<file path="src/rtl/mips_pkg.sv">
// mips_pkg: shared definitions for the execute-stage multiply/divide unit.
//   WIDTH      operand and HI/LO width
//   CNT_W      iteration counter width
//   md_op_t    MulDivOp encodings (MD_MULT, MD_MULTU, MD_DIV, MD_DIVU)
//   md_state_t sequencer states (IDLE, RUN, FIX)
package mips_pkg;

    localparam int WIDTH = 32;
    localparam int CNT_W = $clog2(WIDTH);

    typedef enum logic [1:0] {
        MD_MULT  = 2'b00,
        MD_MULTU = 2'b01,
        MD_DIV   = 2'b10,
        MD_DIVU  = 2'b11
    } md_op_t;

    typedef enum logic [1:0] {
        IDLE = 2'd0,
        RUN  = 2'd1,
        FIX  = 2'd2
    } md_state_t;

    function automatic logic op_is_signed(input md_op_t op);
        return (op == MD_MULT) || (op == MD_DIV);
    endfunction

    function automatic logic op_is_div(input md_op_t op);
        return (op == MD_DIV) || (op == MD_DIVU);
    endfunction

endpackage

</file>
<file path="src/rtl/muldiv_iter.sv">
// muldiv_iter: datapath of the multiply/divide unit.
//   load      latch operand magnitudes, sign flags, op kind, divisor-zero flag
//   step      one shift-add (multiply) or restoring shift-subtract (divide) step
//   fix       sign-correct the result and write HI/LO; pulse div_zero next cycle
//   op        operation code of the instruction being loaded
//   src_a/b   forwarded operands (dividend / divisor)
//   hi/lo     architectural HI/LO registers
//   div_zero  one-cycle pulse after a divide by zero is written back
module muldiv_iter
    import mips_pkg::*;
(
    input  logic             clk,
    input  logic             rst_n,
    input  logic             load,
    input  logic             step,
    input  logic             fix,
    input  md_op_t           op,
    input  logic [WIDTH-1:0] src_a,
    input  logic [WIDTH-1:0] src_b,
    output logic [WIDTH-1:0] hi,
    output logic [WIDTH-1:0] lo,
    output logic             div_zero
);

    logic             is_div;
    logic             sign_a;
    logic             sign_b;
    logic             b_zero;
    logic [WIDTH-1:0] a_mag;
    logic [WIDTH-1:0] b_mag;
    // Multiply: {acc_hi, acc_lo} is the 2*WIDTH product accumulator, the
    // multiplier shifting out of acc_lo. Divide: acc_hi is the partial
    // remainder, acc_lo shifts the dividend out and the quotient in.
    logic [WIDTH-1:0] acc_hi;
    logic [WIDTH-1:0] acc_lo;

    logic               ld_sign_a;
    logic               ld_sign_b;
    logic [WIDTH-1:0]   ld_a_mag;
    logic [WIDTH-1:0]   ld_b_mag;
    logic [WIDTH:0]     mul_sum;
    logic [WIDTH:0]     div_shift;
    logic [WIDTH:0]     div_diff;
    logic               div_ge;
    logic [2*WIDTH-1:0] prod_fix;
    logic [WIDTH-1:0]   res_hi;
    logic [WIDTH-1:0]   res_lo;

    always_comb begin
        ld_sign_a = op_is_signed(op) & src_a[WIDTH-1];
        ld_sign_b = op_is_signed(op) & src_b[WIDTH-1];
        ld_a_mag  = ld_sign_a ? -src_a : src_a;
        ld_b_mag  = ld_sign_b ? -src_b : src_b;

        mul_sum   = {1'b0, acc_hi} + (acc_lo[0] ? {1'b0, a_mag} : '0);

        div_shift = {acc_hi, acc_lo[WIDTH-1]};
        div_ge    = (div_shift >= {1'b0, b_mag});
        div_diff  = div_shift - {1'b0, b_mag};

        // Sign flags are only ever set for signed ops, so no op check here.
        prod_fix  = (sign_a ^ sign_b) ? -{acc_hi, acc_lo} : {acc_hi, acc_lo};

        res_hi = prod_fix[2*WIDTH-1:WIDTH];
        res_lo = prod_fix[WIDTH-1:0];
        if (is_div) begin
            if (b_zero) begin
                // Hand the dividend back exactly as it was presented.
                res_hi = sign_a ? -a_mag : a_mag;
                res_lo = '1;
            end else begin
                // Magnitude division makes MIN / -1 wrap back to MIN.
                res_hi = sign_a ? -acc_hi : acc_hi;
                res_lo = (sign_a ^ sign_b) ? -acc_lo : acc_lo;
            end
        end
    end

    always_ff @(posedge clk or negedge rst_n) begin
        if (!rst_n) begin
            is_div   <= 1'b0;
            sign_a   <= 1'b0;
            sign_b   <= 1'b0;
            b_zero   <= 1'b0;
            a_mag    <= '0;
            b_mag    <= '0;
            acc_hi   <= '0;
            acc_lo   <= '0;
            hi       <= '0;
            lo       <= '0;
            div_zero <= 1'b0;
        end else begin
            div_zero <= 1'b0;
            if (load) begin
                is_div <= op_is_div(op);
                sign_a <= ld_sign_a;
                sign_b <= ld_sign_b;
                b_zero <= (src_b == '0);
                a_mag  <= ld_a_mag;
                b_mag  <= ld_b_mag;
                acc_hi <= '0;
                acc_lo <= op_is_div(op) ? ld_a_mag : ld_b_mag;
            end else if (step) begin
                if (is_div) begin
                    acc_hi <= div_ge ? div_diff[WIDTH-1:0] : div_shift[WIDTH-1:0];
                    acc_lo <= {acc_lo[WIDTH-2:0], div_ge};
                end else begin
                    acc_hi <= mul_sum[WIDTH:1];
                    acc_lo <= {mul_sum[0], acc_lo[WIDTH-1:1]};
                end
            end
            if (fix) begin
                hi       <= res_hi;
                lo       <= res_lo;
                div_zero <= is_div & b_zero;
            end
        end
    end

endmodule

</file>
<file path="src/rtl/muldiv_unit.sv">
// muldiv_unit: iterative MULT/MULTU/DIV/DIVU unit and sequencer for the
// execute stage. Owns HI/LO and requests pipeline stalls while busy.
//   StartE/MulDivOpE/SrcAE/SrcBE  mul/div instruction and forwarded operands
//   FlushE                        execute bubble, qualifies StartE and MfReadE
//   MfReadE/HiSelE                mfhi/mflo in execute, HiSelE=1 selects HI
//   StallMDE                      stall request to the hazard unit
//   BusyE                         sequence in progress (RUN or FIX)
//   HiLoOutE                      selected HI/LO register value
//   HI/LO                         architectural registers
//   DivZeroE                      one-cycle pulse after a divide by zero
//   state_dbg                     sequencer state, for observation
//
// Handshake: an op is taken on any rising edge where StartE & ~FlushE and the
// unit is IDLE; while busy, a live StartE or MfReadE raises StallMDE and the
// pipeline holds the instruction until the unit returns to IDLE.
module muldiv_unit
    import mips_pkg::*;
(
    input  logic             clk,
    input  logic             rst_n,
    input  logic             StartE,
    input  logic [1:0]       MulDivOpE,
    input  logic [WIDTH-1:0] SrcAE,
    input  logic [WIDTH-1:0] SrcBE,
    input  logic             FlushE,
    input  logic             MfReadE,
    input  logic             HiSelE,
    output logic             StallMDE,
    output logic             BusyE,
    output logic [WIDTH-1:0] HiLoOutE,
    output logic [WIDTH-1:0] HI,
    output logic [WIDTH-1:0] LO,
    output logic             DivZeroE,
    output md_state_t        state_dbg
);

    md_state_t        state;
    logic [CNT_W-1:0] cnt;
    logic             accept;

    assign accept    = StartE & ~FlushE & (state == IDLE);
    assign BusyE     = (state != IDLE);
    // A flushed slot carries no real instruction, so it never stalls.
    assign StallMDE  = BusyE & ~FlushE & (MfReadE | StartE);
    assign HiLoOutE  = HiSelE ? HI : LO;
    assign state_dbg = state;

    always_ff @(posedge clk or negedge rst_n) begin
        if (!rst_n) begin
            state <= IDLE;
            cnt   <= '0;
        end else begin
            case (state)
                IDLE: begin
                    if (accept) begin
                        state <= RUN;
                        cnt   <= '0;
                    end
                end
                RUN: begin
                    cnt <= cnt + 1'b1;
                    if (cnt == CNT_W'(WIDTH - 1)) begin
                        state <= FIX;
                    end
                end
                FIX:     state <= IDLE;
                default: state <= IDLE;
            endcase
        end
    end

    muldiv_iter u_iter (
        .clk      (clk),
        .rst_n    (rst_n),
        .load     (accept),
        .step     (state == RUN),
        .fix      (state == FIX),
        .op       (md_op_t'(MulDivOpE)),
        .src_a    (SrcAE),
        .src_b    (SrcBE),
        .hi       (HI),
        .lo       (LO),
        .div_zero (DivZeroE)
    );

endmodule

</file>
<file path="config.mk">
export PLATFORM = sky130hd
export DESIGN_NAME = muldiv_unit
export DESIGN_NICKNAME = d
export VERILOG_FILES = /design/src/rtl/mips_pkg.sv /design/src/rtl/muldiv_iter.sv /design/src/rtl/muldiv_unit.sv
export SDC_FILE = /design/constraint.sdc
export NUM_CORES = 1
export LEC_CHECK = 0
export CAP_MARGIN = 15
export CORE_MARGIN = 1.5
export CORE_UTILIZATION = 50
export CTS_CLUSTER_DIAMETER = 60
export CTS_CLUSTER_SIZE = 8
export DETAILED_ROUTE_END_ITERATION = 8
export MAX_ROUTING_LAYER = met4
export PLACE_DENSITY = 0.78
export SYNTH_ARGS = -nofsm -noshare
export SYNTH_HDL_FRONTEND = slang
export SYNTH_SLANG_ARGS = --single-unit
export TNS_END_PERCENT = 50
</file>
<file path="constraint.sdc">
create_clock -name clk -period 3.6 [get_ports clk]
set_clock_uncertainty 0.2 [all_clocks]
set_input_delay 0.9 -clock clk [delete_from_list [all_inputs] [get_ports clk]]
set_output_delay 0.9 -clock clk [all_outputs]
set_load 0.05 [all_outputs]
</file>
### Word-level counts from Yosys, hierarchy flattened

Cells that the tools add are included.

| operators by class | value |
|---|---|
| multipliers | 0 |
| $lt $le $gt $ge | 1 |
| equal/unequal tests | 7 |
| shifts and indexed selects | 0 |
| bitwise operators | 10 |
| add/subtract/negate cells | 9 |
| multiplexer cells | 26 |
| reduce and logical (&&, ||, !) cells | 10 |
| divide/modulo/power cells | 0 |

Operators by type and width:

| operator | count |
|---|---|
| 32-bit 2-to-1 mux | 19 |
| 32-bit negator | 5 |
| 64-bit 2-to-1 mux | 1 |
| 64-bit negator | 1 |
| 32-bit by 32-bit adder with 33-bit output | 1 |
| 33-bit by 32-bit greater-or-equal comparator with 1-bit output | 1 |
| 32-bit logical NOT | 1 |
| 32-bit subtractor | 1 |
| 5-bit one-hot mux with 2 select lines | 1 |
| 1-bit AND | 7 |
| 2-bit equality test, second input constant | 3 |
| 2-bit nonzero test | 3 |
| 5-bit by 1-bit adder with 5-bit output, second input constant | 1 |
| 5-bit equality test, second input constant | 1 |
| 5-bit 2-to-1 mux | 1 |
| 2-bit logical NOT | 2 |
| 2-bit 2-to-1 mux | 2 |
| 2-bit inequality test, second input constant | 2 |
| 2-bit one-hot mux with 2 select lines | 1 |
| 2-bit AND reduction | 2 |
| 2-bit by 1-bit equality test with 1-bit output, second input constant | 1 |
| 1-bit logical OR | 2 |
| 1-bit 2-to-1 mux | 1 |
| 1-bit inverter | 1 |
| 2 further kinds | 2 |

| word-level totals | value |
|---|---|
| bits in latches | 0 |
| memory bits (writable) | 0 |
| bits in registers | 204 |
| memory bits (read-only) | 0 |
| output and inout port bits | 101 |
| input bits | 72 |
| memories | 0 |

### Longest topological paths before layout

| logic depth | value |
|---|---|
| word-level depth | 6 |
| depth in mapped cells | 15 |
| gate-level depth less buffers | 14 |

### Modules after synthesis

From an unflattened synthesis, not the netlist that was laid out.

| unflattened totals | value |
|---|---|
| cell total of the unflattened synthesis | 2220 |
| area, all modules | 17405.4 um^2 |

Modules (own cells, without submodules):

| module | area an instance (um^2) | sequential area each (um^2) | cells each | times used |
|---|---|---|---|---|
| muldiv_iter | 16679.7 | 4929.7 | 2149 | 1 |
| muldiv_unit | 725.7 | 175.2 | 71 | 1 |

### Worst setup path before layout

OpenSTA, ideal clock, no wires.

| path | value |
|---|---|
| path kind | flip-flop to flip-flop |
| start point | reg u_iter.acc_lo[0] |
| end point | reg u_iter.acc_hi[23] |
| required time | 3.274 ns |
| library setup time | 0.126 ns |
| data arrival time | 3.119 ns |
| stages on the path, launching flop included | 14 |
| slack | 0.154 ns |
| clock period less this slack | 3.446 ns |
| cell sequence | dfrtp_1 > clkbuf_1 > clkbuf_1 > and2_1 > ha_1 > and4_1 > o21ai_0 > a21oi_1 > o21ai_0 > o21ai_0 > a211oi_1 > o21ai_0 > xor2_1 > a221o_1 |

| on the way | value |
|---|---|
| word-level cells in the longest chain between the ends | 5 |

RTL lines:

| element | RTL line | source |
|---|---|---|
| from (decl) | muldiv_iter.sv:35 | `logic [WIDTH-1:0] acc_lo;` |
| from (signal assigned) | muldiv_iter.sv:102 | `acc_lo <= op_is_div(op) ? ld_a_mag : ld_b_mag;` |
| from (signal assigned) | muldiv_iter.sv:106 | `acc_lo <= {acc_lo[WIDTH-2:0], div_ge};` |
| from (signal assigned) | muldiv_iter.sv:109 | `acc_lo <= {mul_sum[0], acc_lo[WIDTH-1:1]};` |
| 32-bit 2-to-1 mux | muldiv_iter.sv:55 | `mul_sum = {1'b0, acc_hi} + (acc_lo[0] ? {1'b0, a_mag} : '0);` |
| 32-bit by 32-bit adder with 33-bit output | muldiv_iter.sv:55 |  |
| 32-bit 2-to-1 mux | muldiv_iter.sv:104 | `if (is_div) begin` |
| 32-bit 2-to-1 mux | muldiv_iter.sv:103 | `end else if (step) begin` |
| 32-bit 2-to-1 mux | muldiv_iter.sv:94 | `if (load) begin` |
| to (signal assigned) | muldiv_iter.sv:105 | `acc_hi <= div_ge ? div_diff[WIDTH-1:0] : div_shift[WIDTH-1:0];` |
| to (signal assigned) | muldiv_iter.sv:108 | `acc_hi <= mul_sum[WIDTH:1];` |
| to (decl) | muldiv_iter.sv:34 | `logic [WIDTH-1:0] acc_hi;` |

No other way between the ends. The select of a mux whose other input is x is not followed.
A chain may end at the register's enable or synchronous reset.

### Worst setup path after layout

| path | value |
|---|---|
| start point | reg u_iter.acc_lo[31] |
| end point | reg u_iter.acc_hi[30] |

| on the way | value |
|---|---|
| word-level cells in the longest chain between the ends | 5 |
| elaborated cells between the ends (all ways) | 6 |
| classes of those cells | 1 x add/sub; 1 x order compare; 4 x mux |

RTL lines:

| element | RTL line |
|---|---|
| 32-bit subtractor / 33-bit by 32-bit greater-or-equal comparator with 1-bit output (equally long branches) | muldiv_iter.sv:59, muldiv_iter.sv:58 |
| 32-bit 2-to-1 mux (*) | muldiv_iter.sv:105 |
| 32-bit 2-to-1 mux (*) | muldiv_iter.sv:104 |
| 32-bit 2-to-1 mux (*) | muldiv_iter.sv:103 |
| 32-bit 2-to-1 mux (*) | muldiv_iter.sv:94 |

Mark *: on every way between the ends. The rest lies on a longest branch, timed or not. The select of a mux whose other input is x is not followed.

==> impl_metrics.toml <==
[sta]
min_period_over_period_pct = 96.83
setup-violations-final = 0
slew_headroom_pct = 43.45
setup_slack_ps = 114.1
hold_viol = 0
fmax_mhz = 286.9
fin_tns_setup_ps = 0
drv_slew = 0
worst_pin_slew_ps = 848.2
period_minus_slack_ps = 3486

[global_routing]
antenna_found_initial = 0
overflow = 0
grt_first_pass_wirelength_um = 107000
grt_pass1_vias = 18130
grt_max_degree = 67
grt_use_total_pct = 39.81

[clock_network]
cts_tree = "done"
cts.htree.levels = 1
clock_path_buffers = 3
clock_latency_ps = 580
cts_made_buffers = 31
clk_pin_slew_ps = 50
root_buffer = "clkbuf_16"
cts.sinks = 204

[floorplanning]
pin_count = 173
num_rows = 68
die_x_um = 190.0
start_util_pct = 50.76
die_h_um = 190.0
die_area_um2 = 36110
core_um2 = 34460

[cells_and_area]
drive_gt1_share_pct = 16.81
regArea_um2 = 5112
layout_commonest_cell = "nand2_1"
layout_common_cells = "nand2_1, buf_4, o21ai_0, a21oi_1, dfrtp_1"
num_antenna_cells = 0
final.fill_count = 2957
instances_no_fill = 3043
multi_input_area_um2 = 11650
fin_area_um2 = 22720
finalNetCount = 2725
area_growth_pct = 29.88

[worst_setup_path]
crit_chain = "inv_1 > ha_1 > inv_1 > fa_1 > a21o_1 > a21oi_2 > o21ai_1 > a211o_1 > nand3_1 > or3b_2 > xnor2_1 > nand3_1 > a32o_1"
rr_worst_depth = 13
reg2reg_setup_slack_ps = 110
cpPeakStageDelay_ps = 460
criticalPathCategory = "reg2reg"
slowest_stage = "or3b_2"
cp.arrival_ps = 3740
cp-start-kind = "flip-flop"
critical_path.top_delay_family = "compound AO/OA/AOI/OAI gates"
r2r_end = "u_iter.acc_hi[30]$_DFFE_PN0P_"
timing.rr.start = "u_iter.acc_lo[31]$_DFFE_PN0P_"
crit_buf_inv = 2
cp_data_required_time_ps = 3850
cp-end-kind = "flip-flop"
worst-path-max-fanout = 3

[route]
drc = 0
highest_layer = "met4"
drtAntennaViolNets = 0
drt-initial-drc-count = 1872
post_drt_wl_per_cell_um = 23.39
viasPerCell = 6.334
wl_met1_um = 29060
wl_um = 71160
dr_wl_met2_um = 31180
dr_wl_met3_um = 6367
vias = 19270
firstDrtPassIters = 5

[synth]
syn_inst = 2257
ys_warn_count = 0
synth_fp_nets = 2402
ys_seq_area_share_pct = 29.19
ys_ff_latch = 204
syn_area_per_cell_um2 = 7.749
async_flop_share_pct = 100.0
synthFlopType = "dfrtp_1"
yosysUniqueCellTypes = 76
syn_area_um2 = 17490
synth-edff-count = 0

[place]
dp_slack_ps = -524.9
place_inst = 2999
portBuffers = 172
placed_area_um2 = 21740
dp_hpwl_um = 55530
place.gp.congestion = 1.034

[power]
power_leakage_nw = 9.633
ir_drop_uv = 775.5
power_per_cell_area_nw_per_um2 = 1083
finalPower_mw = 24.59

[hold_path]
hold_class = "in2async"

[status]
outcome = "completed"

[run]
cap_viol_max_count = 0
flip-flops by register name (all words and copies together), names as in the netlist:
signal / flops
u_iter.is_div: 1
state_dbg: 2
u_iter.acc_lo: 32
u_iter.sign_a: 1
u_iter.acc_hi: 32
u_iter.sign_b: 1
u_iter.lo: 32
u_iter.a_mag: 32
u_iter.b_mag: 32
cnt: 5
u_iter.hi: 32
u_iter.b_zero: 1
u_iter.div_zero: 1
routing by layer:
layer  vias to the layer above  track usage, %
li1                       8773               -
met1                      9331           51.44
met2                       968           59.18
met3                       201           6.493
met4                         0           22.41
met5                         -               -
final cells by class:
cell class,count,share of cell area (%)
inverters,62,1.025
flip-flops and latches,204,22.51
clock inverters,4,0.1983
clock buffers,37,3.646
repair buffers,452,18.83
multi-input cells,1829,51.29
well taps,455,2.506
power by group:
part	internal (mW)	switching, mW	total, mW	leakage (nW)
Sequential	3.23	1.04	4.27	2.46
Clock	1.65	1.06	2.71	0.433
Combinational	7.18	10.4	17.6	6.74
Total	12.1	12.5	24.6	9.63
cells by family after synthesis:
family,count (synthesis),synth area share (%)
buffers and inverters,224,4.922
AOI/OAI and AO/OA,717,24.71
muxes,92,5.816
and+or+nand+nor,761,20.74
adders and majority gates,73,5.308
xor gates and xnor gates,186,9.315
DFF,204,29.19
per-stage QoR:
step / hold slack (ps) / utilization, %
after floorplan: 249.4 / -
after global placement: 265.6 / 63.09
after detailed placement: 288.5 / 63.09
after CTS: 136.5 / 65.65
after global routing: 152.3 / 65.92
final: 120.9 / 65.92
timing repair:
action,CTS,global route
hold buffers,0,0
gates resized for setup,2,22
pin swaps,0,3
setup endpoints to repair,2,24
buffers inserted,0,3
hold endpoints to repair,0,0
synthesized netlist by cell type, drive strengths merged (7+ instances only):
cell type / instances / area share [%]
clkbuf: 141 / 3.0
a211oi: 16 / 0.69
nor2: 188 / 4.0
o21ai: 250 / 7.2
ha: 71 / 5.1
nand3b: 7 / 0.30
a21o: 23 / 0.99
nand3: 34 / 0.97
nand2: 271 / 5.8
buf: 21 / 0.54
a22oi: 10 / 0.43
xnor2: 91 / 4.6
or4: 16 / 0.75
mux2: 37 / 2.4
and2: 39 / 1.4
o21a: 8 / 0.34
nor2b: 14 / 0.50
nor3: 47 / 1.3
or3: 17 / 0.61
o22ai: 12 / 0.43
o31ai: 28 / 1.3
o41ai: 12 / 0.60
inv: 62 / 1.3
a21oi: 210 / 6.0
a221oi: 9 / 0.45
nor3b: 8 / 0.34
nand2b: 35 / 1.3
mux2i: 51 / 2.9
xor2: 95 / 4.8
nand4: 22 / 0.79
nor4: 35 / 1.4
dfrtp: 204 / 29
o211ai: 48 / 2.1
a31oi: 22 / 0.79
o221ai: 13 / 0.65
worst reg2reg max path, cell delays in order, from the launching register on:
cell     delay [ps]
dfrtp_1         400
inv_1           150
ha_1            200
inv_1            60
fa_1            380
a21o_1          190
a21oi_2         170
o21ai_1         130
a211o_1         360
nand3_1         120
or3b_2          460
xnor2_1         160
nand3_1          90
a32o_1          290
how the worst max path moves through the flow:
stage                                       start                       endpoint  slack (ps)  cells past startpoint
floorplan            u_iter.acc_lo[0]$_DFFE_PN0P_  u_iter.acc_hi[23]$_DFFE_PN0P_         150                     13
detailed placement                      SrcAE[16]  u_iter.acc_lo[29]$_DFFE_PN0P_        -520                     10
global placement                        SrcAE[16]  u_iter.acc_lo[29]$_DFFE_PN0P_        -490                     10
finish              u_iter.acc_lo[31]$_DFFE_PN0P_  u_iter.acc_hi[30]$_DFFE_PN0P_         110                     13
CTS                  u_iter.acc_lo[0]$_DFFE_PN0P_  u_iter.acc_hi[25]$_DFFE_PN0P_          20                     16
global route        u_iter.acc_lo[31]$_DFFE_PN0P_  u_iter.acc_hi[30]$_DFFE_PN0P_          -4                     13
(Power assumes the default switching activity.)
